## config.mk

```make
export PLATFORM = sky130hd
export DESIGN_NAME = mac_stop_mult_seq_flat
export DESIGN_NICKNAME = d
export VERILOG_FILES = /design/src/rtl/mac_stop_mult_seq_if.sv /design/src/rtl/mac_stop_mult_seq.sv /design/src/flat_wrapper.sv
export SDC_FILE = /design/constraint.sdc
export NUM_CORES = 2
export LEC_CHECK = 0
export ABC_AREA = 1
export CAP_MARGIN = 20
export CORE_ASPECT_RATIO = 0.5
export CORE_MARGIN = 2
export CORE_UTILIZATION = 55
export DETAILED_ROUTE_END_ITERATION = 10
export PLACE_DENSITY = 0.77
export SYNTH_ARGS = -nofsm -noshare
export SYNTH_HDL_FRONTEND = slang
export SYNTH_SLANG_ARGS = --single-unit
```

## constraint.sdc

```tcl
create_clock -name clk -period 20.5 [get_ports clk]
set_input_delay 3.075 -clock clk [delete_from_list [all_inputs] [get_ports clk]]
set_output_delay 3.075 -clock clk [all_outputs]
set_load 0.01 [all_outputs]
```

## src/rtl/mac_stop_mult_seq_if.sv

```systemverilog
// rtl/mac_stop_mult_seq_if.sv - control, RAM read and product bundle between mac_stop_mult_seq and its neighbours
interface mac_stop_mult_seq_if #(
   parameter int M                      = 2,
   parameter int K                      = 2,
   parameter int N                      = 2,
   parameter int DATA_WIDTH_INIT_MATRIX = 32
);
   localparam int MW = $clog2(M);
   localparam int KW = $clog2(K);
   localparam int NW = $clog2(N);
   localparam int DW = DATA_WIDTH_INIT_MATRIX;

   logic            start;
   logic            busy;
   logic            done;
   logic            rd_en_a;
   logic [MW-1:0]   addr_a_row;
   logic [KW-1:0]   addr_a_col;
   logic [DW-1:0]   data_a;
   logic            rd_en_b;
   logic [KW-1:0]   addr_b_row;
   logic [NW-1:0]   addr_b_col;
   logic [DW-1:0]   data_b;
   logic [2*DW-1:0] product_reg;
   logic [MW-1:0]   matrix_a_row_addr_counter_reg;
   logic [KW-1:0]   matrix_a_col_addr_counter_reg;
   logic [KW-1:0]   matrix_b_row_addr_counter_reg;
   logic [NW-1:0]   matrix_b_col_addr_counter_reg;
   logic            mult_done_reg;

   modport master (
      input  start, data_a, data_b,
      output busy, done, rd_en_a, addr_a_row, addr_a_col, rd_en_b, addr_b_row, addr_b_col,
      output product_reg, matrix_a_row_addr_counter_reg, matrix_a_col_addr_counter_reg,
      output matrix_b_row_addr_counter_reg, matrix_b_col_addr_counter_reg, mult_done_reg
   );

   modport slave (
      output start, data_a, data_b,
      input  busy, done, rd_en_a, addr_a_row, addr_a_col, rd_en_b, addr_b_row, addr_b_col,
      input  product_reg, matrix_a_row_addr_counter_reg, matrix_a_col_addr_counter_reg,
      input  matrix_b_row_addr_counter_reg, matrix_b_col_addr_counter_reg, mult_done_reg
   );
endinterface

```

## src/rtl/mac_stop_mult_seq.sv

```systemverilog
// rtl/mac_stop_mult_seq.sv - walks C = A x B index space, reads A/B RAMs, streams tagged products
module mac_stop_mult_seq #(
   parameter int M                      = 2,
   parameter int K                      = 2,
   parameter int N                      = 2,
   parameter int DATA_WIDTH_INIT_MATRIX = 32
) (
   input  logic              clk,
   input  logic              reset,
   mac_stop_mult_seq_if.master bus
);
   localparam int MW = $clog2(M);
   localparam int KW = $clog2(K);
   localparam int NW = $clog2(N);
   localparam int DW = DATA_WIDTH_INIT_MATRIX;
   localparam int PW = 2 * DW;

   localparam logic [MW-1:0] M_LAST = MW'(M - 1);
   localparam logic [KW-1:0] K_LAST = KW'(K - 1);
   localparam logic [NW-1:0] N_LAST = NW'(N - 1);

   typedef enum logic [1:0] {S_IDLE, S_ISSUE, S_DRAIN, S_DONE} state_t;

   state_t        state_q, state_d;
   logic [MW-1:0] i_q, i_d;
   logic [NW-1:0] j_q, j_d;
   logic [KW-1:0] k_q, k_d;
   logic          drain_q, drain_d;

   // stage 2: tags travelling alongside the RAM read latency
   logic          v1_q, v1_d;
   logic [MW-1:0] ti1_q, ti1_d;
   logic [NW-1:0] tj1_q, tj1_d;
   logic [KW-1:0] tk1_q, tk1_d;

   logic          mult_done_q, mult_done_d;
   logic [PW-1:0] product_q, product_d;
   logic [MW-1:0] ti_q, ti_d;
   logic [NW-1:0] tj_q, tj_d;
   logic [KW-1:0] tk_q, tk_d;

   logic rd_en;
   logic last_k, last_j, last_i;

   assign last_k = (k_q == K_LAST);
   assign last_j = (j_q == N_LAST);
   assign last_i = (i_q == M_LAST);
   assign rd_en  = (state_q == S_ISSUE);

   always_comb begin
      state_d = state_q;
      i_d     = i_q;
      j_d     = j_q;
      k_d     = k_q;
      drain_d = drain_q;
      case (state_q)
         S_IDLE: begin
            if (bus.start) begin
               state_d = S_ISSUE;
               i_d     = '0;
               j_d     = '0;
               k_d     = '0;
            end
         end
         S_ISSUE: begin
            // counters wrap back to zero on the last triple, so they idle at (0,0,0)
            if (last_k) begin
               k_d = '0;
               if (last_j) begin
                  j_d = '0;
                  i_d = last_i ? '0 : i_q + 1'b1;
               end else begin
                  j_d = j_q + 1'b1;
               end
            end else begin
               k_d = k_q + 1'b1;
            end
            if (last_k && last_j && last_i) begin
               state_d = S_DRAIN;
               drain_d = 1'b0;
            end
         end
         S_DRAIN: begin
            drain_d = 1'b1;
            if (drain_q) state_d = S_DONE;
         end
         S_DONE:  state_d = S_IDLE;
         default: state_d = S_IDLE;
      endcase
   end

   always_comb begin
      v1_d        = rd_en;
      ti1_d       = i_q;
      tj1_d       = j_q;
      tk1_d       = k_q;
      mult_done_d = v1_q;
      product_d   = product_q;
      ti_d        = ti_q;
      tj_d        = tj_q;
      tk_d        = tk_q;
      // product and tags hold their last values between passes
      if (v1_q) begin
         product_d = PW'(bus.data_a) * PW'(bus.data_b);
         ti_d      = ti1_q;
         tj_d      = tj1_q;
         tk_d      = tk1_q;
      end
   end

   always_ff @(posedge clk) begin
      if (reset) begin
         state_q     <= S_IDLE;
         i_q         <= '0;
         j_q         <= '0;
         k_q         <= '0;
         drain_q     <= 1'b0;
         v1_q        <= 1'b0;
         ti1_q       <= '0;
         tj1_q       <= '0;
         tk1_q       <= '0;
         mult_done_q <= 1'b0;
         product_q   <= '0;
         ti_q        <= '0;
         tj_q        <= '0;
         tk_q        <= '0;
      end else begin
         state_q     <= state_d;
         i_q         <= i_d;
         j_q         <= j_d;
         k_q         <= k_d;
         drain_q     <= drain_d;
         v1_q        <= v1_d;
         ti1_q       <= ti1_d;
         tj1_q       <= tj1_d;
         tk1_q       <= tk1_d;
         mult_done_q <= mult_done_d;
         product_q   <= product_d;
         ti_q        <= ti_d;
         tj_q        <= tj_d;
         tk_q        <= tk_d;
      end
   end

   assign bus.busy       = (state_q != S_IDLE);
   assign bus.done       = (state_q == S_DONE);
   assign bus.rd_en_a    = rd_en;
   assign bus.rd_en_b    = rd_en;
   assign bus.addr_a_row = i_q;
   assign bus.addr_a_col = k_q;
   assign bus.addr_b_row = k_q;
   assign bus.addr_b_col = j_q;

   assign bus.product_reg                   = product_q;
   assign bus.matrix_a_row_addr_counter_reg = ti_q;
   assign bus.matrix_a_col_addr_counter_reg = tk_q;
   assign bus.matrix_b_row_addr_counter_reg = tk_q;
   assign bus.matrix_b_col_addr_counter_reg = tj_q;
   assign bus.mult_done_reg                 = mult_done_q;
endmodule

```

## src/flat_wrapper.sv

```systemverilog
// flat-port wrapper written by rule: the top's interface ports become plain ports
module mac_stop_mult_seq_flat 
#(
   parameter int M                      = 2,
   parameter int K                      = 2,
   parameter int N                      = 2,
   parameter int DATA_WIDTH_INIT_MATRIX = 32
)
  (clk, reset, bus_start, bus_data_a, bus_data_b, bus_busy, bus_done, bus_rd_en_a, bus_addr_a_row, bus_addr_a_col, bus_rd_en_b, bus_addr_b_row, bus_addr_b_col, bus_product_reg, bus_matrix_a_row_addr_counter_reg, bus_matrix_a_col_addr_counter_reg, bus_matrix_b_row_addr_counter_reg, bus_matrix_b_col_addr_counter_reg, bus_mult_done_reg);
  mac_stop_mult_seq_if #(.M(M), .K(K), .N(N), .DATA_WIDTH_INIT_MATRIX(DATA_WIDTH_INIT_MATRIX)) bus_i ();
  input  logic clk;
  input  logic reset;
  input wire logic [$bits(bus_i.start)-1:0] bus_start;
  input wire logic [$bits(bus_i.data_a)-1:0] bus_data_a;
  input wire logic [$bits(bus_i.data_b)-1:0] bus_data_b;
  output wire logic [$bits(bus_i.busy)-1:0] bus_busy;
  output wire logic [$bits(bus_i.done)-1:0] bus_done;
  output wire logic [$bits(bus_i.rd_en_a)-1:0] bus_rd_en_a;
  output wire logic [$bits(bus_i.addr_a_row)-1:0] bus_addr_a_row;
  output wire logic [$bits(bus_i.addr_a_col)-1:0] bus_addr_a_col;
  output wire logic [$bits(bus_i.rd_en_b)-1:0] bus_rd_en_b;
  output wire logic [$bits(bus_i.addr_b_row)-1:0] bus_addr_b_row;
  output wire logic [$bits(bus_i.addr_b_col)-1:0] bus_addr_b_col;
  output wire logic [$bits(bus_i.product_reg)-1:0] bus_product_reg;
  output wire logic [$bits(bus_i.matrix_a_row_addr_counter_reg)-1:0] bus_matrix_a_row_addr_counter_reg;
  output wire logic [$bits(bus_i.matrix_a_col_addr_counter_reg)-1:0] bus_matrix_a_col_addr_counter_reg;
  output wire logic [$bits(bus_i.matrix_b_row_addr_counter_reg)-1:0] bus_matrix_b_row_addr_counter_reg;
  output wire logic [$bits(bus_i.matrix_b_col_addr_counter_reg)-1:0] bus_matrix_b_col_addr_counter_reg;
  output wire logic [$bits(bus_i.mult_done_reg)-1:0] bus_mult_done_reg;
  assign bus_i.start = bus_start;
  assign bus_i.data_a = bus_data_a;
  assign bus_i.data_b = bus_data_b;
  assign bus_busy = bus_i.busy;
  assign bus_done = bus_i.done;
  assign bus_rd_en_a = bus_i.rd_en_a;
  assign bus_addr_a_row = bus_i.addr_a_row;
  assign bus_addr_a_col = bus_i.addr_a_col;
  assign bus_rd_en_b = bus_i.rd_en_b;
  assign bus_addr_b_row = bus_i.addr_b_row;
  assign bus_addr_b_col = bus_i.addr_b_col;
  assign bus_product_reg = bus_i.product_reg;
  assign bus_matrix_a_row_addr_counter_reg = bus_i.matrix_a_row_addr_counter_reg;
  assign bus_matrix_a_col_addr_counter_reg = bus_i.matrix_a_col_addr_counter_reg;
  assign bus_matrix_b_row_addr_counter_reg = bus_i.matrix_b_row_addr_counter_reg;
  assign bus_matrix_b_col_addr_counter_reg = bus_i.matrix_b_col_addr_counter_reg;
  assign bus_mult_done_reg = bus_i.mult_done_reg;
  mac_stop_mult_seq #(.M(M), .K(K), .N(N), .DATA_WIDTH_INIT_MATRIX(DATA_WIDTH_INIT_MATRIX)) u_core (.clk(clk), .reset(reset), .bus(bus_i));
endmodule
```

Word-level counts from Yosys, hierarchy flattened. Cells that the tools add are included.

Bits in registers: 78. Input bits: 67. Output and inout bits: 77. Word-level logic and storage cells: 53.

Add/sub/neg operators: 3. $mul: 1. Equal/unequal tests: 8. Mux-type cells: 16. Reduce and logical (&&, ||, !) cells: 11.

Operators by type and width (count): multiplier 32 x 32 -> 64 bit (1); two-way mux 1 bit (8); inequality test 2 x 1 -> 1 bit, second input constant (4); case mux 1 bit (2 select lines) (4); case mux 2 bit (4 select lines) (1); two-way mux 2 bit (3); AND reduction 3 bit (2); nonzero test 2 bit (3); equality test 2 bit, second input constant (2); AND reduction 2 bit (2); AND reduction 4 bit (1); adder 1 bit, second input constant (3); equality test 2 x 1 -> 1 bit, second input constant (1); logical AND 1 bit (2); logical NOT 2 bit (1); inequality test 2 bit, second input constant (1).

Depth between registers and ports, before layout.
Depth in word-level cells: 5. Gate-level depth with buffers: 34. Depth with buffers taken out: 33.

Least setup slack after synthesis. OpenSTA, ideal clock, no wires.

Path kind: input port to flip-flop. From: input port bus_data_a[25]. To: register u_core.product_q[62], in the netlist u_core.bus.product_reg[62]. Setup time: 0.109 ns. Arrival: 8.873 ns. Required time: 20.391 ns. Path slack: 11.518 ns. Stages on the path: 25. Path buffers: 1. Cells stage by stage: clkbuf_1 > nand2_1 > fa_1 > inv_1 > fa_1 > inv_1 > fa_1 > inv_1 > fa_1 > fa_1 > fa_1 > fa_1 > inv_1 > fa_1 > inv_1 > ha_1 > nand2_1 > nor2_1 > nand2_1 > nor4_2 > nand2_1 > nand3_1 > nand3_1 > nand2_1 > inv_1.

Cells in the longest elaborated chain, start to end: 1.

Ends and longest elaborated chain: start: declaration (RTL line flat_wrapper.sv:14) `input wire logic [$bits(bus_i.data_a)-1:0] bus_data_a;`; multiplier 32 x 32 -> 64 bit (RTL line mac_stop_mult_seq.sv:104) `product_d = PW'(bus.data_a) * PW'(bus.data_b);`; end signal: assignment (RTL line mac_stop_mult_seq.sv:138) `product_q <= product_d;`; end: declaration (RTL line mac_stop_mult_seq.sv:37) `logic [PW-1:0] product_q, product_d;`.

Every way passes these cells. A chain may end at the register's enable or synchronous reset.

Worst setup path after layout.
From: input port bus_data_a[21]. To: register u_core.product_q[24], in the netlist u_core.bus.product_reg[24].

Same word-level chain as after synthesis.

==> flow_metrics.tcl <==
set metrics [dict create \
    status "finished clean" \
    hpwl_um 92660 \
    startpoint_type "input pin" \
    firstDrtPassIters 5 \
    synthesis.area_sq_um 39010 \
    ys.flop_type "dfxtp_1" \
    postSynthAreaPerCell_sq_um 7.307 \
    busiest_layer "met2" \
    path_clk_slew_ns 0.07 \
    drc 0 \
    port_buffers 143 \
    placement_rows 68 \
    tns_ns 0 \
    worst_pin_slew_ns 1.126 \
    synth_xor_area_share_pct 0.6736 \
    gr-total-overflow 0 \
    antenna_found_initial 4 \
    postCtsSetupRepairBufs 0 \
    fin_cells 6285 \
    synth_compound_area_share_pct 1.787 \
    synth_top_family_by_area "adder cells" \
    vias_per_cell 5.088 \
    design_area_sq_um 41470 \
    routed_wl_um 112900 \
    rsz0062_at_grt "false" \
    synthAdderAreaFrac_pct 54.58 \
    grt_pass1_wl_um 182200 \
    cp_max_fo 32 \
    layout-drive-gt1-share_pct 3.148 \
    track_usage_pct 32.21 \
    clockRootBuffer "clkbuf_16" \
    fin_skew_ns 0.006717 \
    synthSimpleGateAreaFrac_pct 19.58 \
    ys_ff_latch 78 \
    fin_crit_ns 10.29 \
    drt_first_iter_violations 2481 \
    worstSetupPathType "in -> reg" \
    slew_viol_final 0 \
    dieArea_sq_um 73200 \
    final_nets 6563 \
    largest_reg_flops 64 \
    maxSlewHeadroom_pct 24.96 \
    gr-usage-met1_pct 45.04 \
    place_inst 6266 \
    grt_max_degree 106 \
    ys_types 36 \
    yosys_warnings 0 \
    numCtsBuffers 9 \
    cts_tree "done" \
    grt_use_met2_pct 48.43 \
    min_path_type "reg -> reg" \
    ant_nets 0 \
    finalSetupViolCount 0 \
    start_util_pct 56.05 \
    grt_pass1_vias 33850 \
    fin_crit_sh_pct 50.22 \
    dieWidth_um 380.6 \
    clk_path_buf_depth 2 \
    cts_resized 0 \
    synthesis.nets 6570 \
    met3_usage_pct 11.40 \
    fmax_ghz 0.09714 \
    async_flop_share_pct 0 \
    h-tree-depth 3 \
    yosys-mux-area-fraction_pct 0 \
    pin_count 144 \
    crit_required_ns 20.75 \
    gp_congestion 0.9761 \
    syn_to_final_growth_pct 6.309 \
    final_hold_viol_count 0 \
    cp-end-kind "flip-flop" \
    drv_cap 0 \
    arrival_ns 10.54 \
    place_area_sq_um 41170 \
    die_y_um 192.3 \
    hold_buffers 0 \
    clk_latency_ns 0.36 \
    via_count 31980 \
    clock_sinks 78 \
    synthCells 5339 \
    avgRoutedWirePerCell_um 17.96 \
    ys_seq_area_share_pct 4.003 \
    synth_enable_flop_cells 0 \
    core_sq_um 69600 \
]
[cell usage after synthesis, types with 5 or more instances]
library cell  count  area share [%]
a21oi_1          62            0.80
clkbuf_1        209             2.0
dfxtp_1          78             4.0
fa_1            896              46
ha_1            268             8.6
inv_1          1780              17
inv_2            10           0.096
nand2_1        1570              15
nand2_2          23            0.37
nand3_1          74            0.95
nand3_2          10            0.26
nand4_1          12            0.19
nor2_1          193             1.9
nor2_2           26            0.42
nor3_1            6           0.077
o211ai_1          5           0.096
o21ai_0          41            0.53
o21ai_1           5           0.064
o21bai_1          7            0.13
xnor2_1          13            0.29
xor2_1           17            0.38
[worst paths after layout]
path,from,endpoint,slack (ns),cells past startpoint
min,u_core.ti1_q$_SDFF_PP0_,u_core.bus.matrix_a_row_addr_counter_reg$_SDFFE_PP0P_,0.46,2
min reg2reg,u_core.ti1_q$_SDFF_PP0_,u_core.bus.matrix_a_row_addr_counter_reg$_SDFFE_PP0P_,0.46,2
max,bus_data_a[21],u_core.bus.product_reg[24]$_SDFFE_PP0P_,10.21,25
max reg2reg,u_core.mult_done_d$_SDFF_PP0_,u_core.bus.product_reg[0]$_SDFFE_PP0P_,18.58,3
[per-stage QoR]
step | util [%] | setup slack (ns) | hold slack (ns)
3_3_place_gp | 59.15 | 9.902 | 0.4431
3_5_place_dp | 59.15 | 9.984 | 0.4556
4_1_cts | 59.58 | 10.34 | 0.4723
2_1_floorplan | - | 11.52 | 0.4306
6_report | 59.59 | 10.21 | 0.4621
5_1_grt | 59.58 | 9.971 | 0.4903
[per-layer routing]
layer | wire length, um | share of wire (%) | vias to the layer above
met5 | 61 | 0.054 | -
met4 | 1975 | 1.7 | 4
met3 | 15200 | 13 | 193
met2 | 47750 | 42 | 1620
met1 | 47890 | 42 | 15610
li1 | - | - | 14550
[layout make-up]
class / instances / area (sq um)
multi-input cells: 3250 / 29890
fillers: 6313 / 28130
diodes: 3 / 7.507
clock buffers: 9 / 225.2
flip-flops and latches: 78 / 1565
well taps: 945 / 1182
repair buffers: 199 / 1797
clock inverters: 7 / 72.57
inverters: 1794 / 6734
[cell usage in the layout, fill, tap and decap left out, drive strengths merged, types with 12 or more instances in the layout]
cell / Yosys / final
a21oi: 62 / 62
fa: 896 / 896
xnor2: 13 / 13
nor2: 223 / 223
nand3: 84 / 84
clkdlybuf4s50: 0 / 132
nand2: 1593 / 1593
nand4: 12 / 12
inv: 1790 / 1796
dfxtp: 78 / 78
buf: 8 / 67
ha: 268 / 268
xor2: 17 / 17
o21ai: 46 / 46
[critical path, stage by stage]
cell	delay, ns
clkdlybuf4s50_1	0.45
buf_4	0.40
nand2_1	0.10
inv_1	0.10
fa_1	0.38
inv_1	0.09
fa_1	0.43
fa_1	0.56
fa_1	0.57
inv_1	0.05
fa_1	0.49
fa_1	0.63
fa_1	0.46
fa_1	0.70
ha_1	0.39
nand2_1	0.10
nand2_1	0.12
inv_1	0.08
nand2_1	0.11
a21oi_1	0.32
nand3_2	0.27
xnor2_1	0.38
nand2_1	0.09
o211ai_1	0.12
inv_1	0.06
[kinds of logic after synthesis]
logic type / after synthesis
buffers and inverters: 2011
AND/OR/NAND/NOR: 1928
adder cells (fa/ha/maj): 1164
AO/OA/AOI/OAI: 128
flip-flops: 78
XOR/XNOR: 30
Power is not shown: default switching activity piles up to over one toggle a cycle in this logic, so the estimate is an artifact.
